$ cat config.mk
export PLATFORM = sky130hd
export DESIGN_NAME = instr_pipe_tracker
export DESIGN_NICKNAME = d
export VERILOG_FILES = /design/src/rtl/pipe_pkg.sv /design/src/rtl/stage_reg.sv /design/src/rtl/instr_pipe_tracker.sv
export SDC_FILE = /design/constraint.sdc
export NUM_CORES = 1
export LEC_CHECK = 0
export ABC_AREA = 1
export CAP_MARGIN = 20
export CELL_PAD_IN_SITES_DETAIL_PLACEMENT = 0
export CELL_PAD_IN_SITES_GLOBAL_PLACEMENT = 1
export CORE_MARGIN = 2
export CORE_UTILIZATION = 34
export CTS_CLUSTER_SIZE = 25
export DETAILED_ROUTE_END_ITERATION = 10
export PLACE_DENSITY_LB_ADDON = 0.05
export SLEW_MARGIN = 40
export SYNTH_ARGS = -nofsm -noshare
export SYNTH_HDL_FRONTEND = slang
export SYNTH_SLANG_ARGS = --single-unit
$ cat constraint.sdc
create_clock -name clk -period 2.2 [get_ports clk]
set_input_delay 0.22 -clock clk [delete_from_list [all_inputs] [get_ports clk]]
set_output_delay 0.22 -clock clk [all_outputs]
set_load 0.02 [all_outputs]
$ cat src/rtl/pipe_pkg.sv
// Shared opcode constants, bubble encoding and instruction field slices
// for the 5-stage core pipeline tracker.
package pipe_pkg;

    localparam logic [5:0] OP_RTYPE = 6'b000000;
    localparam logic [5:0] OP_J     = 6'b000010;
    localparam logic [5:0] OP_BEQ   = 6'b000100;
    localparam logic [5:0] OP_BNE   = 6'b000101;
    localparam logic [5:0] OP_NOP   = 6'b111111;

    localparam logic [31:0] NOP_WORD = {OP_NOP, 26'd0};

    localparam int OPC_HI = 31;
    localparam int OPC_LO = 26;
    localparam int TGT_HI = 25;
    localparam int TGT_LO = 0;

endpackage

$ cat src/rtl/stage_reg.sv
// Generic pipeline register: flush loads RESET_VAL and beats en.
// Ports: clk, rst (sync, active-high), en, flush, d -> q.
module stage_reg #(
    parameter int              WIDTH     = 32,
    parameter logic [WIDTH-1:0] RESET_VAL = '0
) (
    input  logic             clk,
    input  logic             rst,
    input  logic             en,
    input  logic             flush,
    input  logic [WIDTH-1:0] d,
    output logic [WIDTH-1:0] q
);

    always_ff @(posedge clk) begin
        if (rst)        q <= RESET_VAL;
        else if (flush) q <= RESET_VAL;
        else if (en)    q <= d;
    end

endmodule

$ cat src/rtl/instr_pipe_tracker.sv
// PC and per-stage instruction registers with stall/flush handling and
// statistics. Ports: clk, rst, hazard controls, imem_instr, redirect in;
// pc, four stage words and stall/bubble/retire counters out.
module instr_pipe_tracker #(
    parameter logic [31:0] RESET_PC = 32'h0000_0000,
    parameter logic [31:0] NOP_WORD = pipe_pkg::NOP_WORD,
    parameter int          CNT_W    = 16
) (
    input  logic             clk,
    input  logic             rst,
    input  logic             pcenable,
    input  logic             idifenable,
    input  logic             ifidNOP,
    input  logic             idexNOP,
    input  logic             exmemNOP,
    input  logic [31:0]      imem_instr,
    input  logic             redirect_valid,
    input  logic [31:0]      redirect_pc,
    output logic [31:0]      pc,
    output logic [31:0]      if_id_instr,
    output logic [31:0]      id_ex_instr,
    output logic [31:0]      ex_mem_instr,
    output logic [31:0]      mem_wb_instr,
    output logic [CNT_W-1:0] stall_cnt,
    output logic [CNT_W-1:0] bubble_cnt,
    output logic [CNT_W-1:0] retire_cnt
);

    import pipe_pkg::*;

    localparam logic [CNT_W-1:0] CNT_ONE = {{(CNT_W-1){1'b0}}, 1'b1};

    logic [31:0] if_id_pc;
    logic        is_j;
    logic        jcarry;
    logic [3:0]  jhi;
    logic [31:0] jtarget;

    // Upper nibble of (if_id_pc+4) without a full 32-bit adder.
    assign jcarry  = (if_id_pc[27:0] >= 28'hFFF_FFFC);
    assign jhi     = if_id_pc[31:28] + {3'b000, jcarry};
    assign is_j    = (if_id_instr[OPC_HI:OPC_LO] == OP_J);
    assign jtarget = {jhi, if_id_instr[TGT_HI:TGT_LO], 2'b00};

    always_ff @(posedge clk) begin
        if (rst)                 pc <= RESET_PC;
        else if (redirect_valid) pc <= redirect_pc;
        else if (is_j)           pc <= jtarget;
        else if (pcenable)       pc <= pc + 32'd4;
    end

    stage_reg #(.WIDTH(32), .RESET_VAL(NOP_WORD)) u_ifid (
        .clk(clk), .rst(rst), .en(idifenable), .flush(ifidNOP),
        .d(imem_instr), .q(if_id_instr)
    );

    // The fetch PC only follows a real load; a flush leaves it alone.
    stage_reg #(.WIDTH(32), .RESET_VAL(RESET_PC)) u_ifid_pc (
        .clk(clk), .rst(rst), .en(idifenable & ~ifidNOP), .flush(1'b0),
        .d(pc), .q(if_id_pc)
    );

    stage_reg #(.WIDTH(32), .RESET_VAL(NOP_WORD)) u_idex (
        .clk(clk), .rst(rst), .en(1'b1), .flush(idexNOP),
        .d(if_id_instr), .q(id_ex_instr)
    );

    stage_reg #(.WIDTH(32), .RESET_VAL(NOP_WORD)) u_exmem (
        .clk(clk), .rst(rst), .en(1'b1), .flush(exmemNOP),
        .d(id_ex_instr), .q(ex_mem_instr)
    );

    stage_reg #(.WIDTH(32), .RESET_VAL(NOP_WORD)) u_memwb (
        .clk(clk), .rst(rst), .en(1'b1), .flush(1'b0),
        .d(ex_mem_instr), .q(mem_wb_instr)
    );

    always_ff @(posedge clk) begin
        if (rst) begin
            stall_cnt  <= '0;
            bubble_cnt <= '0;
            retire_cnt <= '0;
        end else begin
            if (!pcenable && stall_cnt != '1)
                stall_cnt <= stall_cnt + CNT_ONE;
            if ((ifidNOP | idexNOP | exmemNOP) && bubble_cnt != '1)
                bubble_cnt <= bubble_cnt + CNT_ONE;
            if (mem_wb_instr[OPC_HI:OPC_LO] != OP_NOP && retire_cnt != '1)
                retire_cnt <= retire_cnt + CNT_ONE;
        end
    end

endmodule
======== Word level (Yosys, flattened, before mapping) ========
Cells that the tools add are included.
operators by class
  order comparisons ....................... 1
  bitwise operators ....................... 4
  divide/modulo/power cells ............... 0
  reduce and logical (&&, ||, !) cells .... 8
  multipliers ............................. 0
  multiplexer cells ....................... 3
  add/subtract/negate cells ............... 5
  eq/ne operators ......................... 5
  shifts and indexed selects .............. 0
operator list
  cell                                                              number
  32-bit 2-to-1 mux                                                 3
  16-bit by 1-bit adder with 16-bit output (second input constant)  3
  16-bit inequality test (second input constant)                    3
  32-bit by 3-bit adder with 32-bit output (second input constant)  1
  28-bit >= comparator (second input constant)                      1
  6-bit by 2-bit == test with 1-bit output (second input constant)  1
  6-bit inequality test (second input constant)                     1
  2-bit OR reduction                                                3
  4-bit by 1-bit adder with 4-bit output                            1
  1-bit logical AND                                                 3
  3-bit nonzero test                                                1
  1-bit bitwise OR                                                  2
  1-bit AND                                                         1
  1-bit logical NOT                                                 1
  1-bit NOT                                                         1
word-level totals
  bits in read-only memories .............. 0
  register bits after elaboration ......... 240
  bits of input ports ..................... 72
  word-level logic and storage cells ...... 35
  output and inout bits ................... 208
  memories ................................ 0
  memory bits (writable) .................. 0
  bits in latches ......................... 0

======== Depth between registers and ports, before layout ========
Gate-level depths: netlist (run 1).
  depth in word-level cells ............... 4
  depth in mapped cells ................... 13
  mapped depth without buffers ............ 12

======== Cells and area by module ========
A second synthesis (run 1) with hierarchy kept.
second synthesis, totals
  cells, all modules ...................... 1813
  area, all modules ....................... 11795.1 um^2
modules (own cells, without submodules)
  module                    seq. area each (um^2)  area an instance (um^2)  times used  cells each
  instr_pipe_tracker        1601.5                 5246.3                   1           842
  stage_reg at u_exmem ...  640.6                  1298.7                   4           192
  stage_reg at u_ifid_pc    640.6                  1353.8                   1           203

======== Worst setup path after synthesis (run 1) ========
No wires, ideal clock.
  kind .................................... reg2reg
  start ................................... register pc[3]
  end ..................................... register pc[26]
  setup time .............................. 133 ps
  setup slack ............................. 496 ps
  required time ........................... 2067 ps
  arrival time ............................ 1570 ps
  clock period less this slack ............ 1704 ps
  buffers on the path ..................... 0
  cell stages (with the launch flop) ...... 11
  cells stage by stage .................... dfxtp_1 ha_1 nand3_2 nor2_4 nand2_4 nor2_4 nand3_1 nand3_1 nand2_1 nand2_1 a21oi_2
between the ends
  longest elaborated chain between the ends .. 4
RTL lines
  what                                      RTL line                  RTL
  start: declaration                        instr_pipe_tracker.sv:19  output logic [31:0] pc,
  start signal: assignment                  instr_pipe_tracker.sv:47  else if (redirect_valid) pc <= redirect_pc;
  start signal: assignment                  instr_pipe_tracker.sv:48  else if (is_j) pc <= jtarget;
  start signal: assignment                  instr_pipe_tracker.sv:49  else if (pcenable) pc <= pc + 32'd4;
  32-bit by 3-bit adder with 32-bit output  instr_pipe_tracker.sv:49
  32-bit 2-to-1 mux                         instr_pipe_tracker.sv:49
  32-bit 2-to-1 mux                         instr_pipe_tracker.sv:48
  32-bit 2-to-1 mux                         instr_pipe_tracker.sv:47
Every way passes these cells. The select of a mux whose other input is x is not followed.
A chain may end at the register's enable or synchronous reset.

======== Worst setup path after layout (run 1) ========
  start ................................... register pc[18]
  end ..................................... output pc[18]
No word-level cell between the ends.

==> results of run 1 <==
-- synth_stat cells, drive strengths merged --
cell / number / area, um^2
nor4: 2 / 12.51
xor2: 18 / 157.7
nor2: 236 / 940.9
or2: 14 / 87.59
o211ai: 9 / 67.56
inv: 177 / 664.4
nand4: 12 / 75.07
ha: 6 / 75.07
a21oi: 122 / 625.6
xnor2: 7 / 61.31
nor3: 31 / 175.2
and2: 2 / 12.51
a211oi: 5 / 37.54
dfxtp: 238 / 4765
clkbuf: 39 / 146.4
and3: 4 / 25.02
clkinv: 1 / 3.750
nand3: 61 / 320.3
nor3b: 3 / 22.52
a31oi: 1 / 6.260
nand2: 258 / 988.4
buf: 16 / 83.83
nand3b: 4 / 42.54
o21ai: 105 / 525.5
-- area by class of cell --
class | instances | area (um^2) | share of cell area, %
Clock inverter | 9 | 101.3 | 0.7133
Sequential cell | 238 | 4765 | 33.53
Antenna cell | 1 | 2.502 | 0.01761
Timing Repair Buffer | 314 | 3088 | 21.73
Multi-Input combinational cell | 900 | 4270 | 30.05
Clock buffer | 42 | 833.3 | 5.865
Tap cell | 384 | 480.5 | 3.381
Inverter | 178 | 668.1 | 4.702
-- sequential cells by signal (all words and copies together), names as in the netlist --
name,count
pc,32
u_exmem.q,32
u_idex.q,32
u_ifid.q,32
u_memwb.q,32
u_ifid_pc.q,30
bubble_cnt,16
retire_cnt,16
stall_cnt,16
-- critical path, stage by stage (launching register included) --
cell	delay, ps
dfxtp_1	460
buf_4	190
clkdlybuf4s50_1	600
-- routing by layer --
layer,up-vias,wire length [um]
met5,-,0
met4,0,717
met3,42,1992
met2,241,16060
met1,4366,14430
li1,4913,-
-- worst paths after layout --
| kind | to | cells past startpoint | slack [ps] | from |
|---|---|---|---|---|
| hold reg to reg | u_memwb.q[22] | 2 | 420 | u_exmem.q[22] |
| setup / recovery | pc[18] | 2 | 170 | pc[18] |
| hold / removal | u_memwb.q[4] | 3 | 180 | rst |
| setup reg to reg | retire_cnt[3] | 11 | 210 | retire_cnt[0] |
-- stage by stage --
stage	power, mW	utilization (%)	setup WS [ps]
5_1_grt	10.62	49.50	47.79
2_1_floorplan	5.130	-	496.4
6_report	10.18	49.50	172.0
3_3_place_gp	5.672	46.22	252.0
3_5_place_dp	5.671	46.22	207.0
4_1_cts	10.32	49.47	148.0
-- logic make-up (layout without fill, tap and decap cells) --
kind of cell / after synthesis / in the layout / share of synthesized area, %
buffers and inverters: 233 / 543 / 9.054
other: 0 / 1 / 0
AND/OR/NAND/NOR: 627 / 627 / 27.24
flip-flops: 238 / 238 / 48.02
adder cells (fa/ha/maj): 6 / 6 / 0.7566
XOR/XNOR: 25 / 25 / 2.207
AO/OA/AOI/OAI: 242 / 242 / 12.72
-- power by group through the flow --
stage	logic (mW)	registers, mW	clock network, mW
floorplan	0.389	4.74	0
global placement	0.999	4.67	0
detailed placement	1.00	4.67	0
CTS	1.01	4.58	4.74
global route	1.09	4.59	4.94
finish	0.995	4.58	4.61
-- layout by cell type, fill, tap and decap left out, types with 2 or more instances in the layout --
cell type	synthesis	layout
o21ai_0	92	92
nor2_4	6	6
a211oi_1	5	5
inv_2	12	12
clkdlybuf4s50_1	0	278
nand3_2	3	3
xnor2_1	7	7
nand2_1	254	254
xor2_1	18	18
clkbuf_16	0	28
clkbuf_8	0	8
clkinv_2	0	5
clkbuf_1	39	6
o21ai_1	13	13
nand3_1	58	58
nor2_1	226	224
and2_1	2	2
nor2_2	4	6
nor3_2	4	4
a21oi_2	4	4
nand2_2	2	2
o211ai_1	9	9
dfxtp_1	238	238
nor3_1	27	27
inv_1	165	165
buf_12	0	3
and3_1	4	4
or2_2	13	13
nand4_1	12	12
nand2_4	2	2
a21oi_1	118	118
nor3b_1	3	3
ha_1	6	6
buf_4	3	32
nand3b_1	3	3
-- timing repair --
item / 4_1_cts / 5_1_grt
setup endpoints to repair: 0 / 1
resized for setup: 0 / 1
endpoints found under the hold margin: 0 / 0
hold buffers: 0 / 0
setup buffers: 0 / 0
==> flow_summary.yaml, run 1 <==
run_status:
  status: "finished, final reports clean"
power_and_ir_drop:
  clkPwrFrac_pct: 45.3
  swShare_pct: 25.12
  power-per-cell-area_mw_per_mm2: 716.4
  switchingPower_mw: 2.557
  p_leak_nw: 5.296
  comb_power_share_pct: 9.8
  peakVddDrop_mv: 0.5048
  pwr-share-seq_pct: 45.0
  intPower_mw: 7.621
timing:
  period_share_pct: 92.18
  fin_crit_ps: 2028
  clock_skew_ps: 10.71
  worstMarginPinSlew_ps: 567.9
  relSlewSlack_pct: 62.14
  finalHoldViolCount: 0
  setup_violations: 0
  slew_viol_final: 0
  max_clock_freq_mhz: 493.1
  rsz0062_at_grt: "false"
  worst_hold_slack_ps: 180.7
  setup_tns_ps: 0
die:
  ios: 280
  rows: 62
  core_region_area_mm2: 0.02870
  initial_core_util_pct: 34.57
  chipHeight_um: 174.8
  die_w_um: 174.8
  die_area_mm2: 0.03057
synth:
  syn_avg_cell_area_um2: 7.237
  ys.warnings.count: 0
  yosys_register_bits: 238
  syn_area_mm2: 0.009922
  yosysUniqueCellTypes: 37
  syn-num-nets: 1449
  netlist_instances: 1371
  synth.yosys.seq_area_share_pct: 48.02
routing:
  dr.pass1.iters: 5
  ant_nets: 0
  avgRoutedWirePerCell_um: 16.07
  drt_iter0_drc: 495
  via_per_inst: 4.628
  vias: 9562
  wl_um: 33200
  drc_errors: 0
global_route:
  grt_busiest_layer: "met2"
  grtUsageMet3_pct: 4.809
  grt_pass1_vias: 9140
  grt_pass1_wl_um: 51000
  use_met2_pct: 37.10
  grt_overflow: 0
  antenna_found_initial: 3
  use_met1_pct: 25.96
  track_usage_pct: 21.04
  grt_max_degree: 53
place:
  hpwl_um: 25250
  place_congestion: 0.8139
  place_area_mm2: 0.01327
  placed_cells: 2014
  io_buffers: 279
cts:
  cts_tree: "yes"
  cts_root_buf: "clkbuf_16"
  cts.sinks: 238
  clk_pin_slew_ps: 60
  htree_num_levels: 1
  clk_path_buf_depth: 3
  clock_latency_ps: 550
  cts_buffers: 28
layout:
  finish.instance_area_mm2: 0.01421
  synthToLayoutAreaGrowth_pct: 43.20
  drive_gt1_share_pct: 8.031
  stdcell_count: 2066
  n_fill_cell: 2974
  layout.nets: 1738
worst_setup_path:
  crit_arrival_ps: 1810
  path_class: "register to output port"
  start_kind: "register"
  required_ps: 1980
  end_kind: "output port"
  cp_max_fo: 4
flow_run:
  drv_cap: 0
worst_hold_path:
  hold_path_class: "input pin to register"
No activity file was read; power rests on OpenSTA's default activity.
==> inputs of run 2 (changes only) <==
--- a/config.mk
+++ b/config.mk
@@ -9,6 +9,7 @@
 export CAP_MARGIN = 20
 export CELL_PAD_IN_SITES_DETAIL_PLACEMENT = 0
 export CELL_PAD_IN_SITES_GLOBAL_PLACEMENT = 1
+export CORE_ASPECT_RATIO = 0.75
 export CORE_MARGIN = 2
 export CORE_UTILIZATION = 34
 export CTS_CLUSTER_SIZE = 25
==> run 2 against run 1 <==
  * Global-route usage up 1.8 points
  * Wire length up 7.1%
  * Sequential cell count unchanged
  * Sequential share of layout area up 0.19 points
  * Non-clock buffer count up 7
  * Clock power down 8.0%
  * Cell area down 0.56%
  * Worst hold slack worse by 100 ps
  * Sequential power about the same
  * Largest cell class unchanged
  * Largest power group is now registers
==> flow_summary.yaml, run 2 (synthesis gave the netlist of run 1 again) <==
timing:
  finalHoldViolCount: 0
  period_share_pct: 92.72
  slew_viol_final: 0
  fin_crit_ps: 2040
  relSlewSlack_pct: 61.04
  setup_violations: 0
  worstMarginPinSlew_ps: 580.0
  rsz0062_at_grt: "false"
  setup_tns_ps: 0
  clock_skew_ps: 9.111
  max_clock_freq_mhz: 490.2
die:
  die_area_mm2: 0.03058
  chipHeight_um: 151.9
  rows: 54
  initial_core_util_pct: 34.31
  ios: 280
  core_region_area_mm2: 0.02892
  die_w_um: 201.3
power_and_ir_drop:
  comb_power_share_pct: 10.3
  switchingPower_mw: 2.488
  clkPwrFrac_pct: 43.1
  pwr-share-seq_pct: 46.6
  p_leak_nw: 5.269
  swShare_pct: 25.31
  peakVddDrop_mv: 0.5139
  power-per-cell-area_mw_per_mm2: 695.8
  intPower_mw: 7.342
run_status:
  status: "finished, final reports clean"
cts:
  cts_hold_buf: 0
  clock_latency_ps: 550
  cts_tree: "yes"
  cts_buffers: 26
  htree_num_levels: 1
  cts.sinks: 238
  postCtsSetupBuffers: 0
  cts_root_buf: "clkbuf_16"
  clk_pin_slew_ps: 60
  clk_path_buf_depth: 3
  post_cts_resized: 0
worst_setup_path:
  cp_num_buf_inv: 1
  slowest_stage: "clkdlybuf4s50_1"
  slowest_delay_ps: 690
  end_kind: "output port"
  crit_arrival_ps: 1820
  required_ps: 1980
  cp_max_fo: 6
  path_class: "register to output port"
  path_delay_family: "buffers and inverters"
  start_kind: "register"
  worstPathCellList: "clkdlybuf4s50_1"
layout:
  most-common-layout-cells: "clkdlybuf4s50_1, nand2_1, dfxtp_1"
  layout.nets: 1743
  synthToLayoutAreaGrowth_pct: 42.40
  stdcell_count: 2074
  final_common_cell: "clkdlybuf4s50_1"
  drive_gt1_share_pct: 7.852
routing:
  vias: 9616
  ant_nets: 0
  dr.pass1.iters: 5
  drt_iter0_drc: 599
  wl_um: 35540
  drc_errors: 0
  avgRoutedWirePerCell_um: 17.14
  via_per_inst: 4.636
place:
  hpwl_um: 27200
  place_congestion: 0.8415
  placed_cells: 2029
  io_buffers: 279
global_route:
  grt_pass1_wl_um: 54580
  grt_max_degree: 53
  grt_pass1_vias: 8959
  antenna_found_initial: 1
  grt_overflow: 0
  track_usage_pct: 22.84
flow_run:
  drv_cap: 0
worst_hold_path:
  hold_path_class: "input pin to register"
-- run 2: changes by cell type in the layout (fill, tap and decap cells not counted) --
cell        previous run  this run
clkbuf_16             28        26
clkinv_16              1         0
nor4_1                 1         2
clkinv_2               5         3
nor4_2                 1         0
clkbuf_8               8         5
buf_4                 32        40
clkbuf_1               6         8
clkinv_4               1         0
clkinvlp_4             1         0
buf_12                 3         2
clkinv_8               0         1
-- run 2: final cells by class --
type	count	area, um^2
Antenna cell	1	2.502
Clock buffer	39	749.5
Clock inverter	5	61.31
Fill cell	2933	14790
Inverter	178	668.1
Multi-Input combinational cell	900	4264
Sequential cell	238	4765
Tap cell	392	490.5
Timing Repair Buffer	321	3128
-- run 2: power groups by stage --
stage               Clock (mW)  Combinational (mW)  Sequential (mW)
CTS                       4.35                1.02             4.58
global route              4.53                1.12             4.60
detailed placement           0                1.01             4.67
finish                    4.24                1.01             4.58
floorplan                    0               0.389             4.74
global placement             0                1.01             4.67
-- run 2: per-layer routing --
layer  track usage [%]  wire length, um
met5                 0                0
met4             4.447              571
met3             4.526             2104
met2             32.31            14250
met1             35.56            18610
-- run 2: worst paths after layout --
path,slack (ps),depth (start not counted),from,endpoint
max,160,1,pc[11],pc[11]
min,80,2,rst,u_memwb.q[29]
max reg2reg,290,10,u_ifid_pc.q[26],pc[30]
min reg2reg,420,2,u_exmem.q[0],u_memwb.q[0]
-- run 2: metrics by stage --
stage          setup slack [ps]  hold WS, ps  area (um^2)  utilization (%)  power [mW]
3_5_place_dp              74.24        410.7        13320            46.05       5.686
5_1_grt                   108.3        70.12        14130            48.86       10.24
6_report                  160.1        75.78        14130            48.86       9.830
4_1_cts                   167.4        48.83        14130            48.85       9.952
2_1_floorplan             496.4        346.2         9922                -       5.130
3_3_place_gp              40.11        410.7        13320            46.05       5.685
==> inputs of run 3 (changes only) <==
--- a/config.mk
+++ b/config.mk
@@ -14,6 +14,7 @@
 export CORE_UTILIZATION = 34
 export CTS_CLUSTER_SIZE = 25
 export DETAILED_ROUTE_END_ITERATION = 10
+export MAX_ROUTING_LAYER = met4
 export PLACE_DENSITY_LB_ADDON = 0.05
 export SLEW_MARGIN = 40
 export SYNTH_ARGS = -nofsm -noshare
==> run 3 against run 2 <==
  * Register-to-register slack improved by 20 ps
  * Clock skew barely moved
  * Clock-buffer cell count did not move
  * Worst hold slack got worse by 8.8 ps
  * Cell area barely moved
  * Wire length barely moved
  * Sequential cell count did not move
  * Die area did not move
  * Sequential power barely moved
  * Power barely moved
  * Via count barely moved
  * Largest cell class unchanged
==> flow_summary.yaml, run 3 (synthesis gave the netlist of run 1 again) <==
worst_setup_path:
  worstPathCellList: "clkdlybuf4s50_1"
  reg2reg_depth: 10
  crit_arrival_ps: 1810
  slowest_delay_ps: 690
  start_kind: "register"
  worst-path-stages: 1
  cp_max_fo: 6
  path_delay_family: "buffers and inverters"
  required_ps: 1980
  path_class: "register to output port"
  slowest_stage: "clkdlybuf4s50_1"
  cp_num_buf_inv: 1
  end_kind: "output port"
cts:
  clk_path_buf_depth: 3
  cts_tree: "yes"
  postCtsSetupBuffers: 0
  clock_latency_ps: 550
  htree_num_levels: 1
  post_cts_resized: 0
  cts_buffers: 26
  cts.sinks: 238
  cts_hold_buf: 0
  clk_pin_slew_ps: 60
  cts_root_buf: "clkbuf_16"
layout:
  final_common_cell: "clkdlybuf4s50_1"
  synthToLayoutAreaGrowth_pct: 42.42
  most-common-layout-cells: "clkdlybuf4s50_1, nand2_1, dfxtp_1"
  layout.nets: 1743
  stdcell_count: 2075
  drive_gt1_share_pct: 7.852
routing:
  ant_nets: 0
  drt_iter0_drc: 605
  via_per_inst: 4.632
  wl_um: 35560
  vias: 9611
  avgRoutedWirePerCell_um: 17.14
  drc_errors: 0
  dr.pass1.iters: 5
timing:
  period_share_pct: 92.16
  setup_violations: 0
  setup_tns_ps: 0
  slew_viol_final: 0
  worstMarginPinSlew_ps: 602.4
  clock_skew_ps: 9.485
  relSlewSlack_pct: 59.53
  finalHoldViolCount: 0
  max_clock_freq_mhz: 493.2
  rsz0062_at_grt: "false"
  fin_crit_ps: 2027
global_route:
  track_usage_pct: 23.53
  antenna_found_initial: 1
  grt_pass1_vias: 8983
  grt_pass1_wl_um: 54570
  grt_overflow: 0
  grt_max_degree: 53
run_status:
  status: "finished, final reports clean"
power_and_ir_drop:
  peakVddDrop_mv: 0.5139
  power-per-cell-area_mw_per_mm2: 695.6
  p_leak_nw: 5.269
  finalPower_mw: 9.829
die:
  die_w_um: 201.3
  rows: 54
  chipHeight_um: 151.9
  core_region_area_mm2: 0.02892
  ios: 280
  die_area_mm2: 0.03058
  initial_core_util_pct: 34.31
place:
  io_buffers: 279
  place_congestion: 0.8545
  placed_cells: 2029
  hpwl_um: 27200
worst_hold_path:
  hold_path_class: "input pin to register"
  holdPathStages: 2
flow_run:
  drv_cap: 0
-- run 3: cell count changes in the layout (fill, tap and decap cells not counted), sizes merged --
cell	delta
diode	+1
-- run 3: area by class of cell --
type | count | area, um^2
fillers | 2932 | 14790
clock buffers | 39 | 749.5
flip-flops and latches | 238 | 4765
clock inverters | 5 | 61.31
repair buffers | 321 | 3128
multi-input cells | 900 | 4264
inverters | 178 | 668.1
diodes | 2 | 5.005
well taps | 392 | 490.5
-- run 3: final timing paths --
kind | start | end | slack [ps]
worst max-delay path | pc[11] | pc[11] | 170
worst min-delay path | rst | u_memwb.q[29] | 70
worst min register to register | u_exmem.q[0] | u_memwb.q[0] | 420
worst max register to register | u_ifid_pc.q[26] | pc[30] | 310
-- run 3: per-layer routing --
layer | routed length (um) | track usage [%] | vias to the layer above
li1 | - | - | 4922
met1 | 18490 | 35.49 | 4370
met2 | 14210 | 32.41 | 283
met3 | 2313 | 4.462 | 36
met4 | 555 | 4.447 | 0
met5 | 0 | - | -
-- run 3: power breakdown --
| group | leakage (nW) | internal (mW) | switching [mW] | total (mW) |
|---|---|---|---|---|
| Sequential | 1.94 | 4.44 | 0.142 | 4.58 |
| Combinational | 2.93 | 0.449 | 0.564 | 1.01 |
| Clock | 0.399 | 2.45 | 1.78 | 4.24 |
-- run 3: per-stage QoR --
step | hold WS (ps) | setup slack [ps] | area, um^2 | util, %
after floorplan | 346.2 | 496.4 | 9922 | -
after global routing | 70.11 | 108.2 | 14130 | 48.86
after detailed placement | 410.7 | 74.24 | 13320 | 46.05
final | 66.94 | 172.6 | 14130 | 48.87
after global placement | 410.7 | 40.11 | 13320 | 46.05
after CTS | 48.83 | 167.4 | 14130 | 48.85
